## src/rtl/sync_pulse_train_if.sv

```systemverilog
// Handshake bundle between the start-enable stage and the pulse-train generator.
// master drives the start window level; slave returns the pulse drive and train status.
interface sync_pulse_train_if;
  logic       pt_start;
  logic       pt_o;
  logic       pt_busy;
  logic       pt_done;
  logic [7:0] pt_idx;

  modport master (
    output pt_start,
    input  pt_o,
    input  pt_busy,
    input  pt_done,
    input  pt_idx
  );

  modport slave (
    input  pt_start,
    output pt_o,
    output pt_busy,
    output pt_done,
    output pt_idx
  );
endinterface

```

## src/rtl/sync_pulse_train.sv

```systemverilog
// Optical sync pulse train: N_PULSES pulses after DELAY_CYC per start rising edge; optional start synchronizer via SYNC_PULSE_TRAIN_START_SYNC_EN.
// Latency: first pulse at E+DELAY_CYC+1 (+2 with synchronizer); no backpressure, a low start window aborts the train on the next edge.
module sync_pulse_train #(
  parameter int CNT_W      = 32,
  parameter int DELAY_CYC  = 50,
  parameter int WIDTH_CYC  = 25,
  parameter int PERIOD_CYC = 50,
  parameter int N_PULSES   = 8
) (
  input  logic               pt_clk,
  input  logic               pt_rst,
  sync_pulse_train_if.slave  pt
);

  localparam bit PARAMS_OK =
      (CNT_W >= 2) && (CNT_W <= 32) &&
      (DELAY_CYC >= 0) && (WIDTH_CYC >= 1) && (PERIOD_CYC > WIDTH_CYC) &&
      (N_PULSES >= 1) && (N_PULSES <= 255) &&
      ((CNT_W >= 31) || ((DELAY_CYC < (1 << CNT_W)) && (PERIOD_CYC < (1 << CNT_W))));

  generate
    if (!PARAMS_OK) begin : g_param_check
      $error("sync_pulse_train: illegal parameter set");
    end
  endgenerate

  localparam logic [CNT_W-1:0] DLY_LAST = (DELAY_CYC > 0) ? CNT_W'(DELAY_CYC - 1) : '0;
  localparam logic [CNT_W-1:0] HI_LAST  = CNT_W'(WIDTH_CYC - 1);
  localparam logic [CNT_W-1:0] LO_LAST  = CNT_W'(PERIOD_CYC - WIDTH_CYC - 1);
  localparam logic [7:0]       IDX_LAST = 8'(N_PULSES - 1);

  typedef enum logic [2:0] {
    ST_IDLE  = 3'd0,
    ST_DELAY = 3'd1,
    ST_HIGH  = 3'd2,
    ST_LOW   = 3'd3,
    ST_DONE  = 3'd4
  } state_t;

  state_t           state, state_nxt;
  logic [CNT_W-1:0] cnt, cnt_nxt;
  logic [7:0]       idx, idx_nxt;
  logic             start_s;
  logic             start_prev;
  logic             active, abort, trigger;
  logic             o_q, o_nxt;
  logic             busy_q, busy_nxt;
  logic             done_q, done_nxt;

  // Synchronizer resets high so a window already open at reset release is not seen as an edge.
`ifdef SYNC_PULSE_TRAIN_START_SYNC_EN
  logic [1:0] sync_q;

  always_ff @(posedge pt_clk or posedge pt_rst) begin
    if (pt_rst) begin
      sync_q <= 2'b11;
    end else begin
      sync_q <= {sync_q[0], pt.pt_start};
    end
  end

  assign start_s = sync_q[1];
`else
  assign start_s = pt.pt_start;
`endif

  always_ff @(posedge pt_clk or posedge pt_rst) begin
    if (pt_rst) begin
      state      <= ST_IDLE;
      cnt        <= '0;
      idx        <= '0;
      start_prev <= 1'b1;
      o_q        <= 1'b0;
      busy_q     <= 1'b0;
      done_q     <= 1'b0;
    end else begin
      state      <= state_nxt;
      cnt        <= cnt_nxt;
      idx        <= idx_nxt;
      start_prev <= start_s;
      o_q        <= o_nxt;
      busy_q     <= busy_nxt;
      done_q     <= done_nxt;
    end
  end

  always_comb begin
    state_nxt = state;
    cnt_nxt   = cnt;
    idx_nxt   = idx;
    active    = (state == ST_DELAY) || (state == ST_HIGH) || (state == ST_LOW);
    abort     = active && !start_s;
    trigger   = start_s && !start_prev;
    // Outputs are registered copies of the current state, so light lags the FSM by one edge.
    o_nxt     = (state == ST_HIGH) && !abort;
    busy_nxt  = active && !abort;
    done_nxt  = (state == ST_DONE);

    case (state)
      ST_IDLE: begin
        if (trigger) begin
          cnt_nxt   = '0;
          idx_nxt   = '0;
          state_nxt = (DELAY_CYC == 0) ? ST_HIGH : ST_DELAY;
        end
      end
      ST_DELAY: begin
        if (cnt == DLY_LAST) begin
          cnt_nxt   = '0;
          state_nxt = ST_HIGH;
        end else begin
          cnt_nxt = cnt + 1'b1;
        end
      end
      ST_HIGH: begin
        if (cnt == HI_LAST) begin
          cnt_nxt   = '0;
          state_nxt = (idx == IDX_LAST) ? ST_DONE : ST_LOW;
        end else begin
          cnt_nxt = cnt + 1'b1;
        end
      end
      ST_LOW: begin
        if (cnt == LO_LAST) begin
          cnt_nxt   = '0;
          idx_nxt   = idx + 8'd1;
          state_nxt = ST_HIGH;
        end else begin
          cnt_nxt = cnt + 1'b1;
        end
      end
      ST_DONE: begin
        state_nxt = ST_IDLE;
      end
      default: begin
        state_nxt = ST_IDLE;
      end
    endcase

    // Abort takes precedence over every transition, including the final pulse ending.
    if (abort) begin
      state_nxt = ST_IDLE;
      cnt_nxt   = '0;
      idx_nxt   = idx;
    end
  end

  assign pt.pt_o    = o_q;
  assign pt.pt_busy = busy_q;
  assign pt.pt_done = done_q;
  assign pt.pt_idx  = idx;

endmodule

```

## src/flat_wrapper.sv

```systemverilog
// flat-port wrapper written by rule: the top's interface ports become plain ports
module sync_pulse_train_flat 
#(
  parameter int CNT_W      = 32,
  parameter int DELAY_CYC  = 50,
  parameter int WIDTH_CYC  = 25,
  parameter int PERIOD_CYC = 50,
  parameter int N_PULSES   = 8
)
  (pt_clk, pt_rst, pt_pt_start, pt_pt_o, pt_pt_busy, pt_pt_done, pt_pt_idx);
  sync_pulse_train_if pt_i ();
  input  logic pt_clk;
  input  logic pt_rst;
  input wire logic [$bits(pt_i.pt_start)-1:0] pt_pt_start;
  output wire logic [$bits(pt_i.pt_o)-1:0] pt_pt_o;
  output wire logic [$bits(pt_i.pt_busy)-1:0] pt_pt_busy;
  output wire logic [$bits(pt_i.pt_done)-1:0] pt_pt_done;
  output wire logic [$bits(pt_i.pt_idx)-1:0] pt_pt_idx;
  assign pt_i.pt_start = pt_pt_start;
  assign pt_pt_o = pt_i.pt_o;
  assign pt_pt_busy = pt_i.pt_busy;
  assign pt_pt_done = pt_i.pt_done;
  assign pt_pt_idx = pt_i.pt_idx;
  sync_pulse_train #(.CNT_W(CNT_W), .DELAY_CYC(DELAY_CYC), .WIDTH_CYC(WIDTH_CYC), .PERIOD_CYC(PERIOD_CYC), .N_PULSES(N_PULSES)) u_core (.pt_clk(pt_clk), .pt_rst(pt_rst), .pt(pt_i));
endmodule
```

## config.mk

```make
export PLATFORM = sky130hd
export DESIGN_NAME = sync_pulse_train_flat
export DESIGN_NICKNAME = d
export VERILOG_FILES = /design/src/rtl/sync_pulse_train_if.sv /design/src/rtl/sync_pulse_train.sv /design/src/flat_wrapper.sv
export SDC_FILE = /design/constraint.sdc
export NUM_CORES = 1
export LEC_CHECK = 0
export ABC_AREA = 1
export ABC_CLOCK_PERIOD_IN_PS = 2060
export CORE_ASPECT_RATIO = 0.5
export CORE_MARGIN = 10
export CORE_UTILIZATION = 35
export DETAILED_ROUTE_END_ITERATION = 7
export PLACE_DENSITY = 0.63
export SYNTH_ARGS = -nofsm -noshare
export SYNTH_HDL_FRONTEND = slang
export SYNTH_SLANG_ARGS = --single-unit
export TNS_END_PERCENT = 30
```

## constraint.sdc

```tcl
create_clock -name pt_clk -period 2.06 [get_ports pt_clk]
set_clock_uncertainty 0.15 [all_clocks]
set_input_delay 0.206 -clock pt_clk [delete_from_list [all_inputs] [get_ports pt_clk]]
set_output_delay 0.206 -clock pt_clk [all_outputs]
set_load 0.01 [all_outputs]
```

==> results of run 1 <==
-- what timing repair did --
action,CTS,global route
setup buffers,0,4
resized for setup,0,20
setup endpoints to repair,0,32
hold endpoints to repair,0,0
-- cells by family (layout without fill, tap and decap cells) --
logic type,count (synthesis),after routing,synth area share
AO/OA/AOI/OAI,29,29,0.0594
XOR/XNOR,28,28,0.0802
adder cells (fa/ha/maj),4,4,0.0164
buffers and inverters,62,93,0.0872
flip-flops,47,47,0.385
AND/OR/NAND/NOR,262,262,0.372
-- worst max-delay path: cells and delay by family (launching register included) --
kind                   cells  cell delay (ns)
AOI/OAI and AO/OA          1             0.17
buffers and inverters      3             0.35
DFF                        1             0.45
and+or+nand+nor            8             0.72
-- where the power goes --
group | internal, mW | switching [mW]
registers | 0.991 | 0.0839
logic | 0.633 | 0.773
clock network | 0.449 | 0.359
-- synth_stat cells (4+ instances only) --
master | n | area, um2
dfrtp_1 | 46 | 1150
ha_1 | 4 | 50.1
inv_1 | 39 | 146
inv_2 | 18 | 67.6
nand2_1 | 121 | 454
nand2_2 | 5 | 31.3
nand3_1 | 18 | 90.1
nand3_2 | 4 | 40.0
nand4_1 | 6 | 37.5
nor2_1 | 89 | 334
nor3_1 | 7 | 35.0
o21ai_1 | 13 | 65.1
xor2_1 | 26 | 228
-- per-layer routing --
metal,GRT usage,up-vias,share of wire
met4,0.0209,0,0.0057
met5,0,-,0
li1,-,1399,-
met3,0.0244,5,0.046
met1,0.139,1261,0.50
met2,0.183,50,0.45
-- flip-flops by register name, indices dropped and copies added, names as in the netlist --
signal / count
u_core.start_prev: 1
u_core.cnt: 32
u_core.state: 3
u_core.pt.pt_done: 1
u_core.pt.pt_busy: 1
u_core.pt.pt_o: 1
u_core.pt.pt_idx: 8
-- through the flow --
| step | instance area [um2] | cells | setup TNS [ns] | worst slack [ns] |
|---|---|---|---|---|
| detailed placement | 3370 | 560 | 0 | 0.139 |
| global placement | 3370 | 560 | 0 | 0.175 |
| CTS | 3510 | 568 | 0 | 0.112 |
| finish | 3680 | 575 | 0 | 0.107 |
| global route | 3680 | 575 | -0.0462 | -0.0236 |
| floorplan | 3060 | 432 | 0 | 0.361 |
-- layout make-up --
type | instances | area [um2]
sequential | 47 | 1180
clock buffer | 6 | 129
tap | 112 | 140
multi-input combinational | 323 | 1670
clock inverter | 2 | 12.5
fill | 847 | 4580
timing repair buffer | 28 | 332
inverter | 57 | 214
-- worst paths after layout --
kind / start / end / depth (start not counted)
max in group asynchronous: pt_rst / u_core.cnt[19]$_DFFE_PP0P_ / 3
min in group pt_clk: u_core.cnt[30]$_DFFE_PP0P_ / u_core.cnt[30]$_DFFE_PP0P_ / 2
worst min-delay path: pt_rst / u_core.cnt[5]$_DFFE_PP0P_ / 2
worst max register to register: u_core.cnt[12]$_DFFE_PP0P_ / u_core.cnt[21]$_DFFE_PP0P_ / 12
worst max-delay path: u_core.cnt[12]$_DFFE_PP0P_ / u_core.cnt[21]$_DFFE_PP0P_ / 12
worst min register to register: u_core.cnt[30]$_DFFE_PP0P_ / u_core.cnt[30]$_DFFE_PP0P_ / 2
==> flow_metrics.py, run 1 <==
metrics = {
    "layout": {
        "nets": 469,
        "diodes": 0,
        "final_cell_mix": "nand2_1, nor2_1, dfrtp_1, inv_1, xor2_1",
        "postLayoutCoreUtil": 0.446,
        "synthToLayoutAreaGrowth_pct": 20.5,
        "drive_above_1_share": 0.168,
        "final_common_cell": "nand2_1",
    },
    "setup_path": {
        "cp_common_cell": "nor2_1",
        "crit_fanout": 5,
        "cp-end-kind": "flop",
        "critPathArrivalTime_ns": 1.98,
        "regToRegSetupSlack_ns": 0.11,
        "crit_path_start_kind": "flop",
        "crit_type": "reg2reg",
        "cp.required_ns": 2.09,
        "path_cells": "inv_1 > nand2_1 > nor2_1 > nand2_2 > nor2_1 > nand2_1 > nand2_2 > nand2_4 > a21oi_4 > buf_12 > clkbuf_16 > nor2_1",
        "cp_slowest_cell": "dfrtp_2",
        "critPathMaxStageDelay_ns": 0.45,
    },
    "floorplan": {
        "design.die.area_um2": 13100,
        "rows": 23,
        "num_io_pins": 14,
        "die_h_um": 86.1,
        "fp.dieW_um": 152,
        "initial_core_util": 0.370,
        "core_region_area_um2": 8260,
    },
    "sta": {
        "clock.fmax_ghz": 0.512,
        "hold_viol": 0,
        "hold_slack_ns": 0.0906,
        "tightest_slew_ns": 0.455,
        "setup_viol": 0,
        "fin_crit_sh": 0.948,
        "min_period_ns": 1.95,
        "finalMaxSlewViolations": 0,
        "relSlewSlack": 0.697,
    },
    "yosys": {
        "synthFlopType": "dfrtp_1",
        "ys_ff_latch": 47,
        "async_flop_share": 1.00,
        "yosysWarningCount": 0,
        "syn-instance-count": 432,
        "synthesis.area_um2": 3060,
        "synth_fp_nets": 439,
        "synth-edff-count": 0,
        "seq_area_frac_synth": 0.385,
        "syn_avg_cell_area_um2": 7.08,
        "yosysUniqueCellTypes": 33,
    },
    "placement": {
        "dp_hpwl_um": 5250,
        "numPortBuffers": 13,
        "gp_congestion": 0.864,
    },
    "clock_network": {
        "cts_tree": "done",
        "cts_buffers": 5,
        "cts_htree_levels": 2,
        "cts_buffer_depth": 2,
        "insertion_delay_ns": 0.29,
        "postCtsHoldBufs": 0,
        "root_buffer": "clkbuf_16",
        "cts.clk_slew.worst_paths_ns": 0.07,
        "clock-sinks": 47,
    },
    "global_routing": {
        "grt_max_degree": 29,
        "grt_pass1_vias": 2543,
        "grt_usage": 0.108,
        "grt_overflow": 0,
        "antenna_found_initial": 0,
        "grt_pass1_wl_um": 12200,
    },
    "routing": {
        "ant_nets": 0,
        "drtIter0Drc": 205,
        "routed_via_density": 4.72,
        "first_pass_iters": 5,
        "remaining_drc_errors": 0,
        "dr_total_vias": 2715,
        "wirelength_um": 7340,
        "wl_per_cell_um": 12.8,
    },
    "hold_path": {
        "hp-class": "in2async",
    },
    "power": {
        "p_per_area_nw_per_um2": 893,
        "peakVddDrop_v": 0.000554,
        "power.total_mw": 3.29,
        "static-leakage-power_nw": 1.56,
    },
    "outcome": {
        "status": "completed",
    },
    "job": {
        "cap_violations": 0,
    },
}
No activity file was read; power rests on OpenSTA's default activity.
==> inputs of run 2 (changes only) <==
Settings changed: CTS_CLUSTER_DIAMETER from default to 30, SETUP_SLACK_MARGIN from default to 0.15, SLEW_MARGIN from default to 25.
==> run 2 against run 1 <==
Die area unchanged. Critical endpoint is now u_core.cnt[22]$_DFFE_PP0P_. Critical path type unchanged. Critical path depth unchanged. Setup slack better by 0.015 ns. Sequential cell count unchanged. Design area up 2.3%.
==> flow_metrics.py, run 2 (synthesis gave the netlist of run 1 again) <==
metrics = {
    "setup_path": {
        "crit_fanout": 5,
        "cp_common_cell": "nand2_1",
        "cp-end-kind": "flop",
        "crit_type": "reg2reg",
        "crit_start": "u_core.cnt[18]$_DFFE_PP0P_",
        "crit_path_start_kind": "flop",
        "reg2reg_to": "u_core.cnt[22]$_DFFE_PP0P_",
        "critPathMaxStageDelay_ns": 0.41,
        "cp.required_ns": 2.08,
        "regToRegSetupSlack_ns": 0.12,
        "cp_slowest_cell": "dfrtp_1",
        "critPathArrivalTime_ns": 1.96,
        "path_cells": "inv_1 > nand2_1 > nor2_2 > nand2_1 > nor2_2 > nand2_1 > nand2_2 > nand2_4 > a21oi_4 > buf_6 > clkbuf_16 > nor2_1",
        "rr_worst_depth": 12,
        "r2r_start": "u_core.cnt[18]$_DFFE_PP0P_",
    },
    "global_routing": {
        "grt_pass1_vias": 2598,
        "grt_usage": 0.111,
        "grt_overflow": 0,
        "antenna_found_initial": 0,
        "grt_pass1_wl_um": 12500,
        "grt_max_degree": 29,
    },
    "routing": {
        "wl_per_cell_um": 12.5,
        "remaining_drc_errors": 0,
        "routed_via_density": 4.66,
        "drtIter0Drc": 206,
        "wirelength_um": 7300,
        "first_pass_iters": 5,
        "dr_total_vias": 2724,
        "ant_nets": 0,
    },
    "sta": {
        "hold_viol": 0,
        "setup_viol": 0,
        "min_period_ns": 1.94,
        "setup_ws_ns": 0.122,
        "fin_crit_sh": 0.941,
        "clock.fmax_ghz": 0.516,
        "finalMaxSlewViolations": 0,
        "rsz0062_at_grt": "yes",
        "hold_slack_ns": 0.0869,
        "relSlewSlack": 0.700,
        "tightest_slew_ns": 0.449,
    },
    "power": {
        "p_per_area_nw_per_um2": 870,
        "peakVddDrop_v": 0.000570,
        "static-leakage-power_nw": 1.60,
    },
    "clock_network": {
        "cts_htree_levels": 2,
        "cts_tree": "done",
        "insertion_delay_ns": 0.29,
        "cts_buffers": 5,
        "root_buffer": "clkbuf_16",
        "clock-sinks": 47,
        "cts_buffer_depth": 2,
        "postCtsHoldBufs": 0,
        "cts.clk_slew.worst_paths_ns": 0.07,
    },
    "layout": {
        "largest_reg_flops": 32,
        "synthToLayoutAreaGrowth_pct": 23.2,
        "postLayoutCoreUtil": 0.456,
        "drive_above_1_share": 0.199,
        "instances_no_fill": 584,
        "final_common_cell": "nand2_1",
        "final_cell_mix": "nand2_1, nor2_1, dfrtp_1, inv_1, xor2_1",
        "regMostFlops": "u_core.cnt",
        "nets": 478,
        "diodes": 0,
    },
    "placement": {
        "gp_congestion": 0.864,
        "pre_cts_slack_ns": 0.139,
        "dp_hpwl_um": 5250,
        "numPortBuffers": 13,
        "dp.cells": 560,
    },
    "outcome": {
        "status": "completed",
    },
    "floorplan": {
        "die_h_um": 86.1,
        "rows": 23,
        "initial_core_util": 0.370,
        "design.die.area_um2": 13100,
        "fp.dieW_um": 152,
        "core_region_area_um2": 8260,
        "num_io_pins": 14,
    },
    "job": {
        "cap_violations": 0,
    },
    "hold_path": {
        "hp-class": "in2async",
    },
}
## run 2: what timing repair did
item / 4_1_cts / 5_1_grt
gates resized for setup: 12 / 19
setup endpoints to repair: 22 / 40
gates cloned: 1 / 1
pin swaps: 5 / 10
buffers inserted: 11 / 3
## run 2: layer usage
| layer | up-vias | track usage | share of wire |
|---|---|---|---|
| met1 | 1271 | 0.143 | 0.49 |
| met5 | - | 0 | 0 |
| met3 | 4 | 0.0244 | 0.038 |
| met2 | 30 | 0.190 | 0.47 |
| li1 | 1419 | - | - |
| met4 | 0 | 0.0209 | 0.0053 |
## run 2: critical path: cells and delay by family (launching register included)
kind | cells | cell delay [ns]
AND/OR/NAND/NOR | 8 | 0.72
flip-flops | 1 | 0.41
buffers and inverters | 3 | 0.39
AO/OA/AOI/OAI | 1 | 0.16
## run 2: how the worst max path moves through the flow
stage | to | depth (start not counted)
finish | u_core.cnt[22]$_DFFE_PP0P_ | 12
global route | u_core.cnt[4]$_DFFE_PP0P_ | 12
CTS | u_core.cnt[13]$_DFFE_PP0P_ | 13
detailed placement | u_core.cnt[13]$_DFFE_PP0P_ | 12
global placement | u_core.cnt[22]$_DFFE_PP0P_ | 8
floorplan | u_core.cnt[10]$_DFFE_PP0P_ | 9
## run 2: through the flow
step	power, mW	setup TNS, ns	cell area [um2]
4_1_cts	3.11	0	3650
6_report	3.28	0	3770
3_3_place_gp	2.06	0	3370
3_5_place_dp	2.07	0	3370
2_1_floorplan	1.76	0	3060
5_1_grt	3.49	-0.00139	3770
## run 2: final cells by class
cell class / instances / area, um2
Timing Repair Buffer: 37 / 397
Fill cell: 848 / 4490
Multi-Input combinational cell: 323 / 1690
Clock inverter: 2 / 12.5
Inverter: 57 / 214
Tap cell: 112 / 140
Sequential cell: 47 / 1180
Clock buffer: 6 / 129
## run 2: where the power goes
part	internal [mW]	switching [mW]
registers	0.991	0.0807
clock network	0.449	0.355
logic	0.640	0.764
